[src/rtl/ssd_pkg.sv]
// Shared definitions for the seven-segment BCD display.
// Glyphs are active-low, bit order {g,f,e,d,c,b,a}.
package ssd_pkg;

    localparam logic [6:0] SEG_BLANK = 7'h7F;
    localparam logic [6:0] SEG_MINUS = 7'h3F;

    localparam logic [6:0] SEG_0 = 7'h40;
    localparam logic [6:0] SEG_1 = 7'h79;
    localparam logic [6:0] SEG_2 = 7'h24;
    localparam logic [6:0] SEG_3 = 7'h30;
    localparam logic [6:0] SEG_4 = 7'h19;
    localparam logic [6:0] SEG_5 = 7'h12;
    localparam logic [6:0] SEG_6 = 7'h02;
    localparam logic [6:0] SEG_7 = 7'h78;
    localparam logic [6:0] SEG_8 = 7'h00;
    localparam logic [6:0] SEG_9 = 7'h10;
    localparam logic [6:0] SEG_A = 7'h08;
    localparam logic [6:0] SEG_B = 7'h03;
    localparam logic [6:0] SEG_C = 7'h46;
    localparam logic [6:0] SEG_D = 7'h21;
    localparam logic [6:0] SEG_E = 7'h06;
    localparam logic [6:0] SEG_F = 7'h0E;

    typedef enum logic [1:0] {
        IDLE   = 2'd0,
        LOAD   = 2'd1,
        SHIFT  = 2'd2,
        COMMIT = 2'd3
    } state_e;

    // Nibble to active-low segment pattern.
    function automatic logic [6:0] seg_glyph(input logic [3:0] nib);
        logic [6:0] g;
        case (nib)
            4'h0:    g = SEG_0;
            4'h1:    g = SEG_1;
            4'h2:    g = SEG_2;
            4'h3:    g = SEG_3;
            4'h4:    g = SEG_4;
            4'h5:    g = SEG_5;
            4'h6:    g = SEG_6;
            4'h7:    g = SEG_7;
            4'h8:    g = SEG_8;
            4'h9:    g = SEG_9;
            4'hA:    g = SEG_A;
            4'hB:    g = SEG_B;
            4'hC:    g = SEG_C;
            4'hD:    g = SEG_D;
            4'hE:    g = SEG_E;
            default: g = SEG_F;
        endcase
        return g;
    endfunction

endpackage

[src/rtl/ssd_bcd_conv.sv]
// Double-dabble (shift-add-3) binary to BCD datapath, one input bit per shift.
// Ports:
//   clk_i, rst_i : clock, async active-high reset
//   load_i       : load data_i into the shift register and clear the BCD digits
//   shift_i      : perform one add-3 / shift step
//   data_i       : binary magnitude to convert
//   bcd_o        : BCD digits, digit 0 in bcd_o[3:0]
module ssd_bcd_conv #(
    parameter int unsigned DATA_WIDTH = 16,
    parameter int unsigned BCD_DIGITS = 5
) (
    input  logic                      clk_i,
    input  logic                      rst_i,
    input  logic                      load_i,
    input  logic                      shift_i,
    input  logic [DATA_WIDTH-1:0]     data_i,
    output logic [4*BCD_DIGITS-1:0]   bcd_o
);

    localparam int unsigned BCDW = 4 * BCD_DIGITS;

    logic [DATA_WIDTH-1:0] bin_q, bin_d;
    logic [BCDW-1:0]       bcd_q, bcd_d;
    logic [BCDW-1:0]       adj;

    // Add 3 to every digit >= 5 so the following shift carries correctly.
    always_comb begin
        adj = bcd_q;
        for (int i = 0; i < int'(BCD_DIGITS); i++) begin
            if (bcd_q[4*i +: 4] >= 4'd5) begin
                adj[4*i +: 4] = bcd_q[4*i +: 4] + 4'd3;
            end
        end
    end

    always_comb begin
        bin_d = bin_q;
        bcd_d = bcd_q;
        if (load_i) begin
            bin_d = data_i;
            bcd_d = '0;
        end else if (shift_i) begin
            bcd_d = {adj[BCDW-2:0], bin_q[DATA_WIDTH-1]};
            bin_d = {bin_q[DATA_WIDTH-2:0], 1'b0};
        end
    end

    always_ff @(posedge clk_i or posedge rst_i) begin
        if (rst_i) begin
            bin_q <= '0;
            bcd_q <= '0;
        end else begin
            bin_q <= bin_d;
            bcd_q <= bcd_d;
        end
    end

    assign bcd_o = bcd_q;

endmodule

[src/rtl/ssd_bcd_display.sv]
// Multi-digit seven-segment display driver: hex or decimal (optionally signed),
// leading-zero blanking, overflow indication and whole-display blinking.
// Ports:
//   clk, rst   : clock, async active-high reset
//   in_valid   : value offered;  in_ready : block can accept (IDLE only)
//   in_data    : value;  in_mode : 0 hex / 1 decimal;  in_signed : two's complement
//   blank_lz   : blank leading zeros;  blink_en : blink whole display
//   ssd        : active-low segments, digit 0 in ssd[6:0]
//   busy       : decimal conversion in progress
module ssd_bcd_display
    import ssd_pkg::*;
#(
    parameter int unsigned NUM_DIGITS = 4,
    parameter int unsigned DATA_WIDTH = 16,
    parameter int unsigned BLINK_DIV  = 25_000_000
) (
    input  logic                    clk,
    input  logic                    rst,
    input  logic                    in_valid,
    output logic                    in_ready,
    input  logic [DATA_WIDTH-1:0]   in_data,
    input  logic                    in_mode,
    input  logic                    in_signed,
    input  logic                    blank_lz,
    input  logic                    blink_en,
    output logic [7*NUM_DIGITS-1:0] ssd,
    output logic                    busy
);

    localparam int unsigned BCD_DIGITS = (DATA_WIDTH * 3) / 10 + 1;
    localparam int unsigned BCDW       = 4 * BCD_DIGITS;
    localparam int unsigned NIBW       = 4 * NUM_DIGITS;
    localparam int unsigned SSDW       = 7 * NUM_DIGITS;
    localparam int unsigned CNTW       = $clog2(DATA_WIDTH);
    localparam int unsigned BLW        = $clog2(BLINK_DIV + 1);

    state_e                state_q, state_d;
    logic [CNTW-1:0]       cnt_q, cnt_d;
    logic [DATA_WIDTH-1:0] data_q, data_d;
    logic                  neg_q, neg_d;
    logic                  blank_q, blank_d;
    logic [SSDW-1:0]       disp_q, disp_d;
    logic [SSDW-1:0]       ssd_q, ssd_d;
    logic                  in_ready_q, in_ready_d;
    logic                  busy_q, busy_d;
    logic [BLW-1:0]        blink_cnt_q, blink_cnt_d;
    logic                  blink_on_q, blink_on_d;

    logic                  conv_load, conv_shift;
    logic [DATA_WIDTH:0]   mag;
    logic                  mag_msb_unused;
    logic [DATA_WIDTH-1:0] conv_data;
    logic [BCDW-1:0]       bcd;
    logic                  dec_ovf;
    logic [SSDW-1:0]       hex_word, dec_word;

    // Render NUM_DIGITS nibbles, optionally with a minus in the top digit and
    // leading zeros blanked; digit 0 is always drawn.
    function automatic logic [SSDW-1:0] format_digits(input logic [NIBW-1:0] nibs,
                                                      input logic neg,
                                                      input logic blank);
        logic [SSDW-1:0] word;
        logic            seen;
        word = '0;
        seen = 1'b0;
        for (int i = int'(NUM_DIGITS) - 1; i >= 0; i--) begin
            if (nibs[4*i +: 4] != 4'd0) seen = 1'b1;
            if (neg && i == int'(NUM_DIGITS) - 1) begin
                word[7*i +: 7] = SEG_MINUS;
            end else if (blank && !seen && i != 0) begin
                word[7*i +: 7] = SEG_BLANK;
            end else begin
                word[7*i +: 7] = seg_glyph(nibs[4*i +: 4]);
            end
        end
        return word;
    endfunction

    // Magnitude is formed one bit wider so the most negative input negates correctly;
    // its top bit is always zero and is not needed by the converter.
    always_comb begin
        mag = neg_q ? -{1'b1, data_q} : {1'b0, data_q};
    end
    assign {mag_msb_unused, conv_data} = mag;

    ssd_bcd_conv #(
        .DATA_WIDTH (DATA_WIDTH),
        .BCD_DIGITS (BCD_DIGITS)
    ) u_conv (
        .clk_i   (clk),
        .rst_i   (rst),
        .load_i  (conv_load),
        .shift_i (conv_shift),
        .data_i  (conv_data),
        .bcd_o   (bcd)
    );

    // Overflow when a nonzero digit lands outside the available digits
    // (one fewer when the top digit carries the minus sign).
    always_comb begin
        dec_ovf = 1'b0;
        for (int i = 0; i < int'(BCD_DIGITS); i++) begin
            if (bcd[4*i +: 4] != 4'd0 &&
                (i >= int'(NUM_DIGITS) || (neg_q && i >= int'(NUM_DIGITS) - 1))) begin
                dec_ovf = 1'b1;
            end
        end
    end

    assign hex_word = format_digits(NIBW'(in_data), 1'b0, blank_lz);
    assign dec_word = dec_ovf ? {NUM_DIGITS{SEG_MINUS}}
                              : format_digits(NIBW'(bcd), neg_q, blank_q);

    // FSM next state, capture, blink timebase and output staging.
    always_comb begin
        state_d     = state_q;
        cnt_d       = cnt_q;
        data_d      = data_q;
        neg_d       = neg_q;
        blank_d     = blank_q;
        disp_d      = disp_q;
        conv_load   = 1'b0;
        conv_shift  = 1'b0;
        blink_cnt_d = blink_cnt_q + BLW'(1);
        blink_on_d  = blink_on_q;

        case (state_q)
            IDLE: begin
                if (in_valid && in_ready_q) begin
                    if (in_mode) begin
                        data_d  = in_data;
                        neg_d   = in_signed & in_data[DATA_WIDTH-1];
                        blank_d = blank_lz;
                        state_d = LOAD;
                    end else begin
                        disp_d = hex_word;
                    end
                end
            end
            LOAD: begin
                conv_load = 1'b1;
                cnt_d     = '0;
                state_d   = SHIFT;
            end
            SHIFT: begin
                conv_shift = 1'b1;
                cnt_d      = cnt_q + CNTW'(1);
                if (cnt_q == CNTW'(DATA_WIDTH - 1)) state_d = COMMIT;
            end
            COMMIT: begin
                disp_d  = dec_word;
                state_d = IDLE;
            end
            default: state_d = IDLE;
        endcase

        if (blink_cnt_q == BLW'(BLINK_DIV - 1)) begin
            blink_cnt_d = '0;
            blink_on_d  = ~blink_on_q;
        end

        in_ready_d = (state_d == IDLE);
        busy_d     = (state_d != IDLE);
        // A decimal result goes straight to the output on the COMMIT edge.
        if (blink_en && !blink_on_q) begin
            ssd_d = {NUM_DIGITS{SEG_BLANK}};
        end else if (state_q == COMMIT) begin
            ssd_d = dec_word;
        end else begin
            ssd_d = disp_q;
        end
    end

    always_ff @(posedge clk or posedge rst) begin
        if (rst) begin
            state_q     <= IDLE;
            cnt_q       <= '0;
            data_q      <= '0;
            neg_q       <= 1'b0;
            blank_q     <= 1'b0;
            disp_q      <= {NUM_DIGITS{SEG_BLANK}};
            ssd_q       <= {NUM_DIGITS{SEG_BLANK}};
            in_ready_q  <= 1'b0;
            busy_q      <= 1'b0;
            blink_cnt_q <= '0;
            blink_on_q  <= 1'b1;
        end else begin
            state_q     <= state_d;
            cnt_q       <= cnt_d;
            data_q      <= data_d;
            neg_q       <= neg_d;
            blank_q     <= blank_d;
            disp_q      <= disp_d;
            ssd_q       <= ssd_d;
            in_ready_q  <= in_ready_d;
            busy_q      <= busy_d;
            blink_cnt_q <= blink_cnt_d;
            blink_on_q  <= blink_on_d;
        end
    end

    assign ssd      = ssd_q;
    assign in_ready = in_ready_q;
    assign busy     = busy_q;

endmodule

[config.mk]
export PLATFORM = sky130hd
export DESIGN_NAME = ssd_bcd_display
export DESIGN_NICKNAME = d
export VERILOG_FILES = /design/src/rtl/ssd_pkg.sv /design/src/rtl/ssd_bcd_conv.sv /design/src/rtl/ssd_bcd_display.sv
export SDC_FILE = /design/constraint.sdc
export NUM_CORES = 1
export LEC_CHECK = 0
export CAP_MARGIN = 25
export CORE_ASPECT_RATIO = 0.75
export CORE_MARGIN = 2
export CORE_UTILIZATION = 25
export CTS_BUF_LIST = sky130_fd_sc_hd__clkbuf_2 sky130_fd_sc_hd__clkbuf_4 sky130_fd_sc_hd__clkbuf_8
export DETAILED_ROUTE_END_ITERATION = 8
export GPL_TIMING_DRIVEN = 0
export SYNTH_ARGS = -nofsm -noshare
export SYNTH_HDL_FRONTEND = slang
export SYNTH_SLANG_ARGS = --single-unit
[constraint.sdc]
create_clock -name clk -period 8.6 [get_ports clk]
set_clock_uncertainty 0.2 [all_clocks]
set_input_delay 0.86 -clock clk [delete_from_list [all_inputs] [get_ports clk]]
set_output_delay 0.86 -clock clk [all_outputs]
set_load 0.02 [all_outputs]
==> results of run 1 <==
-- power breakdown --
group	switching (mW)	internal, mW	total, mW	leakage (nW)
logic	0.936	0.555	1.49	2.25
registers	0.157	0.966	1.12	1.74
clock network	0.287	0.244	0.531	0.183
total	1.38	1.76	3.14	4.17
-- per-stage QoR --
stage	hold slack (ns)	area, sq um	worst slack [ns]
3_5_place_dp	0.247	9860	5.10
3_3_place_gp	0.240	9820	1.53
6_report	0.259	10200	5.11
2_1_floorplan	0.222	8740	3.77
5_1_grt	0.278	10200	4.98
4_1_cts	0.260	10200	5.21
-- worst max-delay path, cell delays in order, from the launching register on --
cell and delay (ns):
dfrtp_1 0.46, inv_1 0.28, ha_1 0.32, or3b_2 0.53, a211oi_2 0.57, nand2_1 0.26, a311oi_1 0.56, o21ai_0 0.20
-- registers in the layout, summed over array words and instances, names as in the netlist, 2 cells and up --
name / count
data_q: 16
u_conv.bcd_o: 20
cnt_q: 4
blink_cnt_q: 25
u_conv.bin_q: 16
state_q: 2
disp_q: 28
ssd: 28
-- cells in the mapped netlist (4+ instances only) --
master,instances
a211oi_1,14
a21o_1,8
a21oi_1,63
a221oi_1,5
a311oi_1,6
a31oi_1,4
and3_1,7
buf_1,4
clkbuf_1,47
dfrtp_1,87
dfstp_2,57
ha_1,61
inv_1,60
mux2_2,19
mux2i_1,13
mux4_2,4
nand2_1,83
nand2b_1,16
nand3_1,27
nand3b_1,4
nand4_1,11
nor2_1,79
nor2b_1,11
nor3_1,25
o211ai_1,8
o21ai_0,87
o22ai_1,24
o31ai_1,19
or2_2,4
or3_1,8
xnor2_1,19
xor2_1,17
-- cells by family (layout without fill, tap and decap cells) --
logic type	count (synthesis)	after routing	synth area share, %
DFF	144	144	42.0
buffers and inverters	113	200	4.95
muxes	36	36	4.97
xor gates and xnor gates	36	36	3.61
AOI/OAI and AO/OA	269	269	19.1
and+or+nand+nor	298	298	16.6
adders and majority gates	61	61	8.73
-- final timing paths --
path | startpoint | to
max | u_conv.bcd_o[12]$_DFFE_PP0P_ | ssd[10]$_DFF_PP1_
min | blink_cnt_q[0]$_DFF_PP0_ | blink_cnt_q[0]$_DFF_PP0_
max reg2reg | u_conv.bcd_o[12]$_DFFE_PP0P_ | ssd[10]$_DFF_PP1_
min reg2reg | blink_cnt_q[0]$_DFF_PP0_ | blink_cnt_q[0]$_DFF_PP0_
max in group asynchronous | rst | disp_q[24]$_DFFE_PP1P_
min in group asynchronous | rst | blink_cnt_q[2]$_DFF_PP0_
-- layout make-up --
class                      instances  area, sq um  share of cell area (%)
timing repair buffer              55          556                    5.42
multi-input combinational        700         4630                    45.2
clock buffer                      20          263                    2.56
buffer                            53          208                    2.03
sequential                       144         3670                    35.9
inverter                          60          230                    2.25
tap                              457          572                    5.58
clock inverter                    12          110                    1.07
-- routing by layer --
metal  up-vias  wire [um]  global-route usage [%]
li1       3556          -                       -
met1      3692      12800                    21.9
met2       219      10900                    19.8
met3        27       1550                    2.91
met4         0        427                    4.03
met5         -          0                       0
-- layout by cell type, fill, tap and decap left out, types with 5 or more instances in the layout --
cell type        netlist  layout
o21ai_0               87      87
dfrtp_1               87      87
nand2_1               83      83
nor2_1                79      79
a21oi_1               63      63
ha_1                  61      61
inv_1                 60      59
dfstp_2               57      57
clkdlybuf4s50_1        0      51
clkbuf_1              47      47
nand3_1               27      27
nor3_1                25      25
o22ai_1               24      24
o31ai_1               19      19
mux2_2                19      19
xnor2_1               19      19
clkbuf_8               0      18
xor2_1                17      17
nand2b_1              16      16
a211oi_1              14      14
mux2i_1               13      13
nor2b_1               11      11
nand4_1               11      11
or3_1                  8       8
o211ai_1               8       8
a21o_1                 8       8
and3_1                 7       7
a311oi_1               6       6
a221oi_1               5       5
==> flow_summary.yaml, run 1 <==
cells_and_area:
  drive_gt1_share_pct: 12.4
  fin_util_pct: 29.7
  antenna_cells: 0
  area_delta_synth_final_pct: 17.2
  final_cells: 1501
  fill_cells: 3676
  nets: 1115
critical_path:
  rrSetupSlack_ns: 5.11
  start_kind: "flop"
  cp.required_ns: 8.77
  critPathKind: "flop to flop"
  worstRegToRegCells: 7
  end_kind: "flop"
  worstPathArrival_ns: 3.66
  worstPathMaxFanout: 7
drt:
  drt_wl_total_um: 25600
  vias: 7494
  drc: 0
  dr.pass1.iters: 5
  dr.first_iter.drc_count: 726
  via_per_inst: 4.99
  routedWlPerCell_um: 17.1
  ant_nets: 0
pwr:
  p_per_area_nw_per_um2: 307
  ir_drop_mv: 0.131
  leakagePower_nw: 4.17
  total_power_mw: 3.14
logic_synthesis:
  yosysUniqueCellTypes: 65
  syn_inst: 957
  yosys-top-cells-area: "dfrtp_1 25%, dfstp_2 17%, ha_1 8.7%"
  ys_seq_area_share_pct: 42.0
  synth-async-reset-ratio_pct: 100
  netlist_area_sq_um: 8740
  synth_edf_count: 0
  yosysTopAreaCell: "dfrtp_1"
  ys.flop_type: "dfrtp_1"
  ys.warnings.count: 0
  syn_avg_cell_area_sq_um: 9.13
  syn_nets: 1041
  yosysTopAreaCellShare_pct: 24.9
  ys_ff_latch: 144
timing:
  slew_viol_final: 0
  min_period_over_period_pct: 40.6
  finalSetupViolCount: 0
  relSlewSlack_pct: 36.1
  rsz0062_at_grt: "false"
  max_freq_ghz: 0.286
  hold_violations: 0
  setup_tns_ns: 0
  fin_crit_ns: 3.49
  tightest_slew_ns: 0.934
placement:
  port_buffers: 51
  dp.cells: 1467
  globalplace.congestion: 0.923
  dp_hpwl_um: 19000
cts:
  clock_latency_ns: 0.48
  clk_pin_slew_worst_paths_ns: 0.10
  clk_path_buf_depth: 2
  cts_hold_buf: 0
  h-tree-depth: 4
  cts-root-buf: "clkbuf_8"
  cts_made_buffers: 17
  post-cts-setup-buffers: 0
  cts.sinks: 144
  cts.repair.resized: 0
  cts_tree: "yes"
grt:
  track_usage_pct: 14.2
  antenna_found_initial: 0
  overflow: 0
  grt_max_degree: 74
  grt_pass1_wl_um: 40300
  grt_pass1_vias: 6874
floorplanning:
  initial_core_util_pct: 25.3
  core-area_sq_um: 34500
  ios: 53
  die_h_um: 166
  die-area_sq_um: 36500
  fp-row-count: 59
  die_w_um: 220
run_status:
  outcome: "finished, final reports clean"
job:
  max_cap_violations: 0
worst_hold_path:
  hold_depth: 1
  min_path_type: "flop to flop"
Power figures use the tool's default switching activity.
==> inputs of run 2 (changes only) <==
clock period = 3.2 ns   (was 8.6 ns; I/O delays follow)
==> flow_summary.yaml, run 2 (same netlist as run 1, synthesis figures left out) <==
cells_and_area:
  mostFrequentLayoutCells: "87 x o21ai_0, 87 x dfrtp_1, 83 x nand2_1"
  drive_gt1_share_pct: 12.8
  antenna_cells: 0
  seq_area_sq_um: 3670
  fill_cells: 3695
  final_area_sq_um: 10300
  multi_input_area_sq_um: 4670
  nets: 1115
  area_delta_synth_final_pct: 18.0
  final_cells: 1501
  fin_util_pct: 29.9
drt:
  dr.pass1.iters: 6
  ant_nets: 0
  dr.first_iter.drc_count: 792
  drc: 0
  routedWlPerCell_um: 17.1
  via_per_inst: 5.01
  drt_wl_total_um: 25700
  vias: 7518
floorplanning:
  die_w_um: 220
  fp-row-count: 59
  ios: 53
  die_h_um: 166
  die-area_sq_um: 36500
  initial_core_util_pct: 25.3
  core-area_sq_um: 34500
critical_path:
  worstPathCellList: "inv_1 > ha_1 > or3b_2 > a211oi_4 > nand2_1 > a311oi_2 > o21ai_0"
  end_kind: "flop"
  worstPathArrival_ns: 3.26
  cp_top_family: "compound AO/OA/AOI/OAI gates"
  start_kind: "flop"
  max_stage_delay_ns: 0.54
  slowest_stage: "or3b_2"
  worstPathMaxFanout: 7
  critPathBufInv: 1
  critPathKind: "flop to flop"
  cp.required_ns: 3.39
cts:
  cts.sinks: 144
  post-cts-setup-buffers: 0
  cts_made_buffers: 17
  cts-root-buf: "clkbuf_8"
  cts_tree: "yes"
  clock_latency_ns: 0.49
  cts_hold_buf: 0
  cts.repair.resized: 2
  h-tree-depth: 4
  clk_pin_slew_worst_paths_ns: 0.09
  clk_path_buf_depth: 2
grt:
  track_usage_pct: 14.3
  antenna_found_initial: 0
  overflow: 0
  grt_pass1_wl_um: 40500
  grt_max_degree: 43
  grt_pass1_vias: 7080
job:
  max_cap_violations: 0
timing:
  relSlewSlack_pct: 37.6
  fin_crit_ns: 3.08
  min_period_over_period_pct: 96.2
  whs_ns: 0.0736
  worst_slack_ns: 0.123
  tightest_slew_ns: 0.927
  slew_viol_final: 0
  hold_violations: 0
  setup_tns_ns: 0
  max_freq_ghz: 0.325
  finalSetupViolCount: 0
placement:
  placed_cell_area_sq_um: 9890
  dp.cells: 1469
  dp_hpwl_um: 19300
  port_buffers: 51
  globalplace.congestion: 0.864
  place_ws_ns: -0.0907
worst_hold_path:
  min_path_type: "input pin to async pin"
pwr:
  total_power_mw: 8.50
  leakagePower_nw: 4.19
  ir_drop_mv: 0.302
  p_per_area_nw_per_um2: 824
run_status:
  outcome: "finished, final reports clean"
[run 2: cell count changes in the layout (fill, tap and decap cells not counted), sizes merged]
cell | before | now
bufinv | 1 | 2
clkbuf | 67 | 66
clkinv | 4 | 6
clkinvlp | 4 | 3
inv | 63 | 62
[run 2: final timing paths]
check | cells after the start | startpoint | endpoint | slack, ns
min in group clk | 3 | in_signed | neg_q$_DFFE_PP0P_ | 0.24
setup reg to reg | 7 | u_conv.bcd_o[13]$_DFFE_PP0P_ | ssd[10]$_DFF_PP1_ | 0.12
hold / removal | 2 | rst | blink_cnt_q[13]$_DFF_PP0_ | 0.07
max in group asynchronous | 4 | rst | disp_q[23]$_DFFE_PP1P_ | 1.75
setup / recovery | 7 | u_conv.bcd_o[13]$_DFFE_PP0P_ | ssd[10]$_DFF_PP1_ | 0.12
hold reg to reg | 2 | disp_q[21]$_DFFE_PP1P_ | disp_q[21]$_DFFE_PP1P_ | 0.26
[run 2: metal layers]
| layer | track usage, % | up-vias | share of wire, % |
|---|---|---|---|
| li1 | - | 3546 | - |
| met1 | 22.0 | 3708 | 49 |
| met2 | 19.8 | 237 | 42 |
| met3 | 2.77 | 27 | 7.0 |
| met4 | 4.20 | 0 | 1.8 |
| met5 | 0 | - | 0 |
[run 2: cell type report]
type | instances | share of cell area, %
Inverter | 60 | 2.22
Buffer | 53 | 2.01
Multi-Input combinational cell | 700 | 45.3
Timing Repair Buffer | 55 | 5.58
Tap cell | 457 | 5.54
Sequential cell | 144 | 35.6
Clock buffer | 19 | 2.41
Clock inverter | 13 | 1.35
[run 2: power breakdown]
| group | switching, mW | internal [mW] | total, mW | leakage, nW |
|---|---|---|---|---|
| Clock | 0.773 | 0.712 | 1.48 | 0.197 |
| Combinational | 2.49 | 1.50 | 3.99 | 2.26 |
| Sequential | 0.429 | 2.60 | 3.02 | 1.74 |
